### src/rtl/icache_refill_arbiter.sv
// Round-robin refill arbiter: one shared memory read port serving per-core I-cache line refills.
// Optional watchdog on stalled bursts is compiled in with `define REFILL_ARB_TIMEOUT_EN.

module icache_refill_arbiter_lane (
   input  logic clk,
   input  logic rst_n,
   input  logic sel,
   input  logic beat,
   input  logic done,
   input  logic err,
   output logic fill_valid,
   output logic fill_done,
   output logic fill_err
);
   // Strobes are registered so they line up with the registered fill_data/fill_word.
   always_ff @(posedge clk or negedge rst_n) begin
      if (!rst_n) begin
         fill_valid <= 1'b0;
         fill_done  <= 1'b0;
         fill_err   <= 1'b0;
      end else begin
         fill_valid <= sel & beat;
         fill_done  <= sel & done;
         fill_err   <= sel & err;
      end
   end
endmodule

module icache_refill_arbiter #(
   parameter int NUM_CORES      = 4,
   parameter int ADDR_SIZE      = 32,
   parameter int DATA_SIZE      = 32,
   parameter int WORDS_PER_LINE = 8
) (
   input  logic                                       clk,
   input  logic                                       rst_n,
   input  logic [NUM_CORES-1:0]                       req_valid,
   input  logic [NUM_CORES-1:0][ADDR_SIZE-1:0]        req_addr,
   output logic [NUM_CORES-1:0]                       fill_valid,
   output logic [$clog2(WORDS_PER_LINE)-1:0]          fill_word,
   output logic [DATA_SIZE-1:0]                       fill_data,
   output logic [NUM_CORES-1:0]                       fill_done,
   output logic [NUM_CORES-1:0]                       fill_err,
   output logic                                       mem_req,
   output logic [ADDR_SIZE-1:0]                       mem_addr,
   input  logic                                       mem_ack,
   input  logic                                       mem_rvalid,
   input  logic [DATA_SIZE-1:0]                       mem_rdata
);
   localparam int LINE_SIZE = WORDS_PER_LINE * DATA_SIZE / 8;
   localparam int OFF_BITS  = $clog2(LINE_SIZE);
   localparam int WORD_BITS = $clog2(WORDS_PER_LINE);
   localparam int CORE_W    = $clog2(NUM_CORES);
   localparam logic [ADDR_SIZE-1:0] LINE_MASK = ~((ADDR_SIZE'(1) << OFF_BITS) - ADDR_SIZE'(1));
   localparam logic [WORD_BITS-1:0] LAST_WORD = WORD_BITS'(WORDS_PER_LINE - 1);

   typedef enum logic [1:0] {IDLE, ISSUE, BURST, DONE} state_t;

   state_t                 state_q, state_d;
   logic [CORE_W-1:0]      rr_ptr_q, grant_q, pick;
   logic                   pick_found;
   logic [ADDR_SIZE-1:0]   addr_q;
   logic [WORD_BITS-1:0]   beat_cnt_q, fill_word_q;
   logic [DATA_SIZE-1:0]   fill_data_q;
   logic                   beat_cap, done_cap, err_cap, wd_expired;

   // First requester at or after rr_ptr, wrapping around the core list.
   always_comb begin
      pick       = rr_ptr_q;
      pick_found = 1'b0;
      for (int i = 0; i < NUM_CORES; i++) begin
         if (!pick_found && req_valid[(int'(rr_ptr_q) + i) % NUM_CORES]) begin
            pick       = CORE_W'((int'(rr_ptr_q) + i) % NUM_CORES);
            pick_found = 1'b1;
         end
      end
   end

   always_comb begin
      state_d  = state_q;
      beat_cap = 1'b0;
      done_cap = 1'b0;
      err_cap  = 1'b0;
      case (state_q)
         IDLE:  if (pick_found) state_d = ISSUE;
         ISSUE: if (mem_ack) state_d = BURST;
         BURST: begin
            if (mem_rvalid) begin
               beat_cap = 1'b1;
               if (beat_cnt_q == LAST_WORD) begin
                  state_d  = DONE;
                  done_cap = 1'b1;
               end
            end else if (wd_expired) begin
               state_d  = DONE;
               done_cap = 1'b1;
               err_cap  = 1'b1;
            end
         end
         DONE:    state_d = IDLE;
         default: state_d = IDLE;
      endcase
   end

   always_ff @(posedge clk or negedge rst_n) begin
      if (!rst_n) begin
         state_q     <= IDLE;
         rr_ptr_q    <= '0;
         grant_q     <= '0;
         addr_q      <= '0;
         beat_cnt_q  <= '0;
         fill_word_q <= '0;
         fill_data_q <= '0;
      end else begin
         state_q <= state_d;
         if (state_q == IDLE && pick_found) begin
            grant_q <= pick;
            addr_q  <= req_addr[pick] & LINE_MASK;
         end
         if (state_q == ISSUE && mem_ack)
            beat_cnt_q <= '0;
         if (beat_cap) begin
            beat_cnt_q  <= beat_cnt_q + 1'b1;
            fill_word_q <= beat_cnt_q;
            fill_data_q <= mem_rdata;
         end
         if (state_q == DONE)
            rr_ptr_q <= (grant_q == CORE_W'(NUM_CORES - 1)) ? '0 : grant_q + 1'b1;
      end
   end

`ifdef REFILL_ARB_TIMEOUT_EN
   logic [7:0] wd_cnt_q;
   logic       wd_phase_q;

   assign wd_expired = (wd_cnt_q == 8'hFF);

   // Held at zero outside BURST, so entering BURST always starts a fresh count.
   always_ff @(posedge clk or negedge rst_n) begin
      if (!rst_n) begin
         wd_cnt_q   <= '0;
         wd_phase_q <= 1'b0;
      end else if (state_q != BURST || mem_rvalid) begin
         wd_cnt_q   <= '0;
         wd_phase_q <= 1'b0;
      end else begin
         wd_phase_q <= ~wd_phase_q;
         if (wd_phase_q) wd_cnt_q <= wd_cnt_q + 8'd1;
      end
   end
`else
   assign wd_expired = 1'b0;
`endif

   for (genvar i = 0; i < NUM_CORES; i++) begin : g_lane
      icache_refill_arbiter_lane u_lane (
         .clk        (clk),
         .rst_n      (rst_n),
         .sel        (grant_q == CORE_W'(i)),
         .beat       (beat_cap),
         .done       (done_cap),
         .err        (err_cap),
         .fill_valid (fill_valid[i]),
         .fill_done  (fill_done[i]),
         .fill_err   (fill_err[i])
      );
   end

   assign mem_req   = (state_q == ISSUE);
   assign mem_addr  = addr_q;
   assign fill_word = fill_word_q;
   assign fill_data = fill_data_q;
endmodule

### config.mk
export PLATFORM = sky130hd
export DESIGN_NAME = icache_refill_arbiter
export DESIGN_NICKNAME = d
export VERILOG_FILES = /design/src/rtl/icache_refill_arbiter.sv
export SDC_FILE = /design/constraint.sdc
export NUM_CORES = 1
export LEC_CHECK = 0
export ABC_AREA = 0
export ABC_CLOCK_PERIOD_IN_PS = 2000
export CORE_MARGIN = 2
export CORE_UTILIZATION = 35
export DETAILED_ROUTE_END_ITERATION = 12
export PLACE_DENSITY = 0.87
export SYNTH_ARGS = -nofsm -noshare
export SYNTH_HDL_FRONTEND = slang
export SYNTH_SLANG_ARGS = --single-unit
export TNS_END_PERCENT = 30
### constraint.sdc
create_clock -name clk -period 2 [get_ports clk]
set_clock_uncertainty 0.15 [all_clocks]
set_input_delay 0.4 -clock clk [delete_from_list [all_inputs] [get_ports clk]]
set_output_delay 0.4 -clock clk [all_outputs]
set_load 0.005 [all_outputs]
# --- Word-level counts from Yosys, hierarchy flattened ---
# Cells that the tools add are included.
totals:
  register_bits: 79
  output_inout_bits: 80
  wordCells: 95
op_classes:
  add_sub_neg: 5
  magnitude_cmp: 5
  eq_ne: 11
  mux: 33
  bitwise_logic: 11
  n_reduce_logical: 15
op_table:
  columns: ["cell", "count"]
  rows:
  - ["$bmux 32 s2", 1]
  - ["$mux 32", 1]
  - ["$mux 1", 16]
  - ["$mux 2", 8]
  - ["$lt 3x4->1 const B", 3]
  - ["$and 1x1->1", 8]
  - ["$bmux 1 s2", 4]
  - ["$eq 2x2->1 const B", 4]
  - ["$pmux 2 s4", 1]
  - ["$lt 2x3->1 const B", 2]
  - ["$mux 3", 2]
  - ["$ne 2x2->1 const B", 3]
  - ["$reduce_or 2->1", 3]
  - ["$logic_and 1x1->1", 5]
  - ["$add 2x1->2 const B", 2]
  - ["$add 2x2->2 const B", 2]
  - ["$eq 2x1->1 const B", 2]
  - ["$logic_not 2->1", 2]
  - ["$reduce_and 4->1", 1]
  - ["$add 3x1->3 const B", 1]
  - ["$and 1x1->1 const A", 3]
  - ["$eq 3x3->1 const B", 1]
  - ["$logic_not 1->1", 3]
  - ["$ne 2x1->1 const B", 1]
  - ["$reduce_bool 2->1", 1]

# --- Longest topological paths before layout ---
# Gate-level depths: netlist of the first run.
depth:
  ltp_word: 16
  depth_mapped: 8

# --- By module ---
# From an unflattened synthesis of the first run, not the netlist that was laid out.
unflattened:
  hier_cells: 373
  area_unflattened_um2: 4284.1
modules_own_cells:
  columns: ["module", "instances", "cells_each", "area_each_um2"]
  rows:
  - ["icache_refill_arbiter", 1, 349, 3908.7]
  - ["icache_refill_arbiter_lane", 4, 6, 93.8]

# --- Worst setup path before layout of the first run ---
# OpenSTA, ideal clock, no wires.
synth_timing:
  path_kind: "input -> register"
  from: "input req_valid[2]"
  to: "register addr_q[13] (netlist: mem_addr[13])"
  arrival_ps: 1780
  required_ps: 1699
  slack_ps: -81
  stages: 8
  n_path_buf: 3
  cell_sequence: "nor2b_1 > o21a_1 > buf_6 > or3_4 > buf_12 > buf_6 > a211oi_2 > a211oi_2"
synth_via:
  elab_chain_len: 14
synth_lines:
  columns: ["element", "line", "rtl"]
  rows:
  - ["start, declared", "37", "input logic [NUM_CORES-1:0] req_valid,"]
  - ["$bmux 1 s2", "72", "if (!pick_found && req_valid[(int'(rr_ptr_q) + i) % NUM_CORES]) begin"]
  - ["$mux 1 (implied by the code)", "72", null]
  - ["$mux 1", "72", null]
  - ["$logic_not 1->1", "72", null]
  - ["$logic_and 1x1->1", "72", null]
  - ["$mux 1", "72", null]
  - ["$logic_not 1->1", "72", null]
  - ["$logic_and 1x1->1", "72", null]
  - ["$mux 1", "72", null]
  - ["$logic_not 1->1", "72", null]
  - ["$logic_and 1x1->1", "72", null]
  - ["$mux 2", "72", null]
  - ["$bmux 32 s2", "118", "addr_q <= req_addr[pick] & LINE_MASK;"]
  - ["$mux 32 (implied by the code)", "118", null]
  - ["end signal, assigned", "118", null]
  - ["end, declared", "62", "logic [ADDR_SIZE-1:0] addr_q;"]
# Parallel ways exist; a longest one is shown, timed or not. The select of a mux whose other input is x is not followed.
# A chain may end at the register's enable or synchronous reset.

# --- Worst setup path in the final report of the first run ---
layout_timing:
  from: "register rr_ptr_q[0]"
  to: "register addr_q[5] (netlist: mem_addr[5])"
layout_via:
  elab_chain_len: 14
layout_lines:
  columns: ["element", "line", "rtl"]
  rows:
  - ["start, declared", "60", "logic [CORE_W-1:0] rr_ptr_q, grant_q, pick;"]
  - ["start signal, assigned", "128", "rr_ptr_q <= (grant_q == CORE_W'(NUM_CORES - 1)) ? '0 : grant_q + 1'b1;"]
  - ["$add 2x1->2 / $bmux 1 s2 (equally long branches)", "72, 73", null]
  - ["$bmux 1 s2 / $mux 1 (equally long branches)", "72", null]
  - ["$mux 1 (implied by the code)", "72", null]
  - ["$mux 1 (implied by the code) / $logic_not 1->1 (equally long branches)", "72", null]
  - ["$logic_and 1x1->1", "72", null]
  - ["$mux 1", "72", null]
  - ["$logic_not 1->1", "72", null]
  - ["$logic_and 1x1->1", "72", null]
  - ["$mux 1", "72", null]
  - ["$logic_not 1->1", "72", null]
  - ["$logic_and 1x1->1", "72", null]
  - ["$mux 2", "72", null]
  - ["$bmux 32 s2", "118", null]
  - ["$mux 32 (implied by the code)", "118", null]
# Parallel ways exist; a longest one is shown, timed or not. The select of a mux whose other input is x is not followed.

==> results of run 1 <==
## power by group through the flow
| stage | Clock [mW] | Sequential, mW | Combinational (mW) |
|---|---|---|---|
| 2_1_floorplan | 0 | 2.76 | 2.53 |
| 3_3_place_gp | 0 | 2.73 | 4.51 |
| 3_5_place_dp | 0 | 2.78 | 4.69 |
| 4_1_cts | 1.69 | 2.75 | 5.10 |
| 5_1_grt | 1.76 | 2.84 | 5.53 |
| 6_report | 1.64 | 2.76 | 5.14 |
## cells in the mapped netlist (2+ instances only)
cell type	number	area share
a22o_1	2	0.0040
mux2i_1	27	0.061
nor2b_1	3	0.0042
clkbuf_1	13	0.011
o21ai_1	2	0.0023
a211oi_2	50	0.14
o21ai_0	5	0.0057
nand2_1	110	0.093
buf_12	4	0.018
mux2_2	2	0.0051
dfrtp_1	79	0.45
ha_1	10	0.028
or2b_1	2	0.0034
nor4b_1	27	0.053
buf_2	4	0.0045
inv_1	5	0.0042
and3_1	5	0.0071
buf_4	18	0.031
nor2_1	29	0.025
buf_1	3	0.0025
a211oi_1	5	0.0085
and2_1	5	0.0071
buf_6	4	0.010
## kinds of logic after synthesis
group	after synthesis	synth area share
flops	79	0.4472
compound gates	69	0.1724
simple gates	187	0.2038
buf+inv	51	0.08124
other cells	1	0.0008483
mux	29	0.06623
fa+ha+maj	10	0.02830
## cell usage in the layout, fill, tap and decap left out, types with 5 or more instances in the layout
master,instances
buf_12,6
and3_1,5
o21ai_0,5
a211oi_2,48
nor4b_1,25
clkdlybuf4s50_1,212
ha_1,10
conb_1,9
and2_1,5
inv_1,5
dfrtp_1,79
clkbuf_16,9
mux2i_1,26
nand2_1,110
buf_4,22
dlygate4sd2_1,5
nor2_1,28
## area by class of cell
type                       instances  area share
timing repair buffer             251      0.3550
multi-input combinational        304      0.3011
sequential                        79      0.2712
clock buffer                      10     0.03141
tap                              172     0.02952
clock inverter                     6    0.009269
inverter                           5    0.002575
## what timing repair did
| action | 4_1_cts | 5_1_grt |
|---|---|---|
| gates resized for setup | 11 | 11 |
| hold endpoints to repair | 26 | 0 |
| setup buffers | 1 | 4 |
| setup endpoints to repair | 28 | 20 |
| cloned | 5 | 0 |
| hold buffers | 1 | 0 |
| pin swaps | 3 | 9 |
## worst min path at each step
stage | end | cells past startpoint
finish | fill_data[0] | 2
floorplan | beat_cnt_q[0] | 0
detailed placement | fill_data[22] | 1
global placement | fill_data[22] | 1
global route | fill_data[20] | 2
CTS | fill_data[14] | 2
## sequential cells by signal, summed over array words and instances (netlist names)
register / flops
g_lane.u_lane.fill_done: 4
state_q: 2
fill_data: 32
fill_word: 3
g_lane.u_lane.fill_valid: 4
rr_ptr_q: 2
grant_q: 2
mem_addr: 27
beat_cnt_q: 3
## critical path, delay by kind of cell, from the launching register on
family,cells,cell delay (ns)
simple gates,2,0.63
compound gates,3,0.42
buf+inv,2,0.29
flops,1,0.41
## routing by layer
metal,up-vias,GRT usage,part of all wire
li1,1906,-,-
met1,2019,0.2236,0.37
met2,190,0.3775,0.54
met3,19,0.04567,0.066
met4,0,0.07381,0.020
met5,-,0,0
## per-stage QoR
stage               cell area [sq um]  std cells
floorplan                        4454        434
global placement                 6750        801
detailed placement               6750        801
CTS                              7227        824
global route                     7289        827
finish                           7289        827
==> flow_summary.ini, run 1 <==
[run_status]
outcome = complete, but fails checks
violations = setup timing

[route]
wl_per_cell_microns = 17.26
drt_iter0_markers = 291
wl_mm = 14.27
viasPerCell = 4.999
vias = 4134
drcViolationCount = 0
antenna_left = 0
drt_first_pass_iters = 4

[setup_path]
cp-endpoint = mem_addr[5]
startpoint_type = flip-flop
critical_path_required_ns = 2.06
r2r_cells = 7
crit_path_frequent_cell = a211oi_2
path_class = reg2reg
crit_start = rr_ptr_q[0]
r2r_end = mem_addr[5]
path_max_fanout = 8
cp_cell_sequence = or2b_1 -> a21oi_4 -> or3_4 -> buf_12 -> buf_16 -> a211oi_2 -> a211oi_2
cp-end-kind = flip-flop
regToRegSetupSlack_ns = -0.02
worstPathArrival_ns = 2.08
rr_startpoint = rr_ptr_q[0]
cp_slowest_stage_delay_ns = 0.44
slowest_stage = or3_4

[timing]
setup_viol = 4
setup_slack_ns = -0.01923
grt_setup_unrepaired = yes
fin_setup_tns_ns = -0.03140
hold_viol = 0
timing.fmax_ghz = 0.4952
post-route-period-util = 1.010
min_period_ns = 2.019
hold_slack_ns = 0.3206
drv_slew = 0

[floorplan]
core_area_sq_um = 12470
die_y_microns = 116.4
die-width_microns = 116.4
start_util = 0.3546
rows = 41
dieArea_sq_um = 13550
boundaryPins = 248

[place]
dp_hpwl_mm = 9.985
port_buffers = 218
gp_congestion = 0.8238
post-place-ws_ns = -0.5309

[global_routing]
grt_overflow_total = 0
grt_max_degree = 37
grt_pass1_wl_mm = 21.36
antenna_found_initial = 0
grt_usage = 0.2021
grt_pass1_vias = 4282

[layout]
fin_nets = 828
multiInputGateArea_sq_um = 2195
final_util = 0.5848
syn2layout_area_growth_pct = 64.90
seq_area_sq_um = 1977
drive_above_1_share = 0.1679
nFillCells = 1000
n_antenna_cell = 0

[yosys]
synth_edf_count = 0
seq_area_frac_synth = 0.4472
ys_types = 35
synth_area_sq_um = 4420
syn-instance-count = 426
ys.flop_type = dfrtp_1
synth_warnings = 0
synth_area_per_cell_sq_um = 10.38
ys_ff_latch = 79
async_flop_share = 1.000

[pwr]
seq_power_share = 0.289
p_leak_nw = 3.099
power_density_nw_per_um2 = 1307
netSwitchingFraction = 0.3610
irDropWorstVdd_mv = 0.6724
combPwrFrac = 0.539
p_clk_frac = 0.172
internal_power_mw = 6.088
p_switching_mw = 3.440
power_mw = 9.528

[clock_network]
root_buffer = clkbuf_16
cts_tree = built
clk_pin_slew_ns = 0.07
insertion_delay_ns = 0.33
clock-sinks = 79
clockBufferDepth = 2
htreeDepth = 3
cts_buffers = 9

[flow_run]
max_cap_viol_count = 0

[min_path]
min_path_type = reg2reg
hp-start = fill_data[0]
Note: power is estimated with default switching activity, not from simulation.
==> run 2: changes to the inputs <==
CORE_MARGIN = 3   (was 2)
==> run 2 against run 1 <==
Effect of this change:
- the run now ends clean
- design area is 1.6% lower
- global-route usage is 0.25 points lower
- setup slack improved by 0.049 ns
- critical path depth did not move
- cell count fell by 1.1%
- sequential share of layout area is 0.45 points higher
- register-to-register slack better by 0.06 ns
- first-iteration DRC count rose by 3.8%
- critical endpoint is now mem_addr[10]
- largest cell class unchanged
==> flow_summary.ini, run 2 (same netlist as run 1, synthesis figures left out) <==
[route]
drcViolationCount = 0
wl_per_cell_microns = 17.19
drt_first_pass_iters = 4
wl_mm = 14.07
vias = 4090
antenna_left = 0
viasPerCell = 5.000
drt_iter0_markers = 302

[timing]
drv_slew = 0
setup_slack_ns = 0.03005
setup_viol = 0
min_period_ns = 1.970
timing.fmax_ghz = 0.5076
grt_setup_unrepaired = yes
fin_setup_tns_ns = 0
hold_viol = 0
post-route-period-util = 0.9850

[clock_network]
root_buffer = clkbuf_16
cts_tree = built
insertion_delay_ns = 0.33
htreeDepth = 3
cts_buffers = 9
clk_pin_slew_ns = 0.06
clockBufferDepth = 2
clock-sinks = 79

[floorplan]
boundaryPins = 248
dieArea_sq_um = 14020
core_area_sq_um = 12160
rows = 40
die-width_microns = 118.4
die_y_microns = 118.4
start_util = 0.3635

[setup_path]
worstPathArrival_ns = 2.06
path_class = in2reg
r2r_cells = 6
critical_path_required_ns = 2.09
cp-end-kind = flip-flop
path_max_fanout = 9
startpoint_type = input port

[layout]
final_common_cell = clkdlybuf4s50_1
fin_nets = 824
largest_reg_flops = 32
final_cell_mix = clkdlybuf4s50_1 (212), nand2_1 (110), dfrtp_1 (78)
nFillCells = 979
syn2layout_area_growth_pct = 62.33
finalInstanceArea_sq_um = 7176
drive_above_1_share = 0.1600
n_antenna_cell = 0

[place]
port_buffers = 218
dp_hpwl_mm = 10.29
postPlaceCellArea_sq_um = 6730
gp_congestion = 0.8236
post-place-ws_ns = -0.5661

[pwr]
combPwrFrac = 0.542
seq_power_share = 0.295
p_switching_mw = 3.339
irDropWorstVdd_mv = 0.6157
p_clk_frac = 0.162
netSwitchingFraction = 0.3606
power_density_nw_per_um2 = 1291
internal_power_mw = 5.922
p_leak_nw = 3.055

[run_status]
outcome = completed

[min_path]
hold_depth = 2
min_path_type = reg2reg

[global_routing]
grt_usage = 0.1997
grt_pass1_wl_mm = 22.94
grt_pass1_vias = 4482
grt_max_degree = 37
antenna_found_initial = 0
grt_overflow_total = 0

[flow_run]
max_cap_viol_count = 0
-- run 2: layout make-up --
type	instances	area, sq um	area share
repair buffers	247	2559	0.3566
multi-input cells	304	2140	0.2982
flip-flops and latches	79	1978	0.2757
clock buffers	9	225.2	0.03139
well taps	168	210.2	0.02929
clock inverters	6	45.04	0.006277
inverters	5	18.77	0.002616
-- run 2: stage by stage --
step / power, mW / util / cells / hold WS, ns
detailed placement: 7.469 / 0.5534 / 795 / 0.2432
CTS: 9.261 / 0.5855 / 814 / 0.3265
floorplan: 5.288 / - / 434 / -0.04559
global route: 9.900 / 0.5900 / 818 / 0.3512
finish: 9.262 / 0.5900 / 818 / 0.3222
global placement: 7.256 / 0.5534 / 795 / 0.2345
-- run 2: power groups by stage --
stage          Combinational (mW)  Clock, mW  Sequential, mW
2_1_floorplan                2.53          0            2.76
3_3_place_gp                 4.54          0            2.72
3_5_place_dp                 4.71          0            2.76
4_1_cts                      4.97       1.54            2.74
5_1_grt                      5.45       1.62            2.82
6_report                     5.02       1.50            2.73
-- run 2: routing by layer --
| metal | wire length (microns) | global-route usage | vias to the layer above |
|---|---|---|---|
| li1 | - | - | 1906 |
| met2 | 7165 | 0.3541 | 181 |
| met1 | 5353 | 0.2258 | 1965 |
| met3 | 990 | 0.05215 | 38 |
| met5 | 0 | 0 | - |
| met4 | 555 | 0.08689 | 0 |
-- run 2: what timing repair did --
action,CTS,global route
endpoints found under the hold margin,32,0
hold buffers,1,0
pin swaps,4,4
setup endpoints to repair,28,22
gates resized for setup,12,4
gates cloned,3,0
buffers inserted,0,4
-- run 2: critical path: stages --
cell           delay [ns]
dlygate4sd2_1        0.27
nor2b_1              0.15
o21a_1               0.18
or3_4                0.40
bufbuf_16            0.31
mux2i_1              0.13
a211oi_2             0.22
-- run 2: path summary, 6_finish.rpt --
path | startpoint | to | slack [ns]
min reg2reg | fill_data[22] | fill_data[22] | 0.32
min | fill_data[22] | fill_data[22] | 0.32
max | req_valid[2] | mem_addr[10] | 0.03
min in group asynchronous | rst_n | fill_data[24] | 0.45
max in group asynchronous | rst_n | fill_data[17] | 0.66
max reg2reg | rr_ptr_q[0] | mem_addr[10] | 0.04
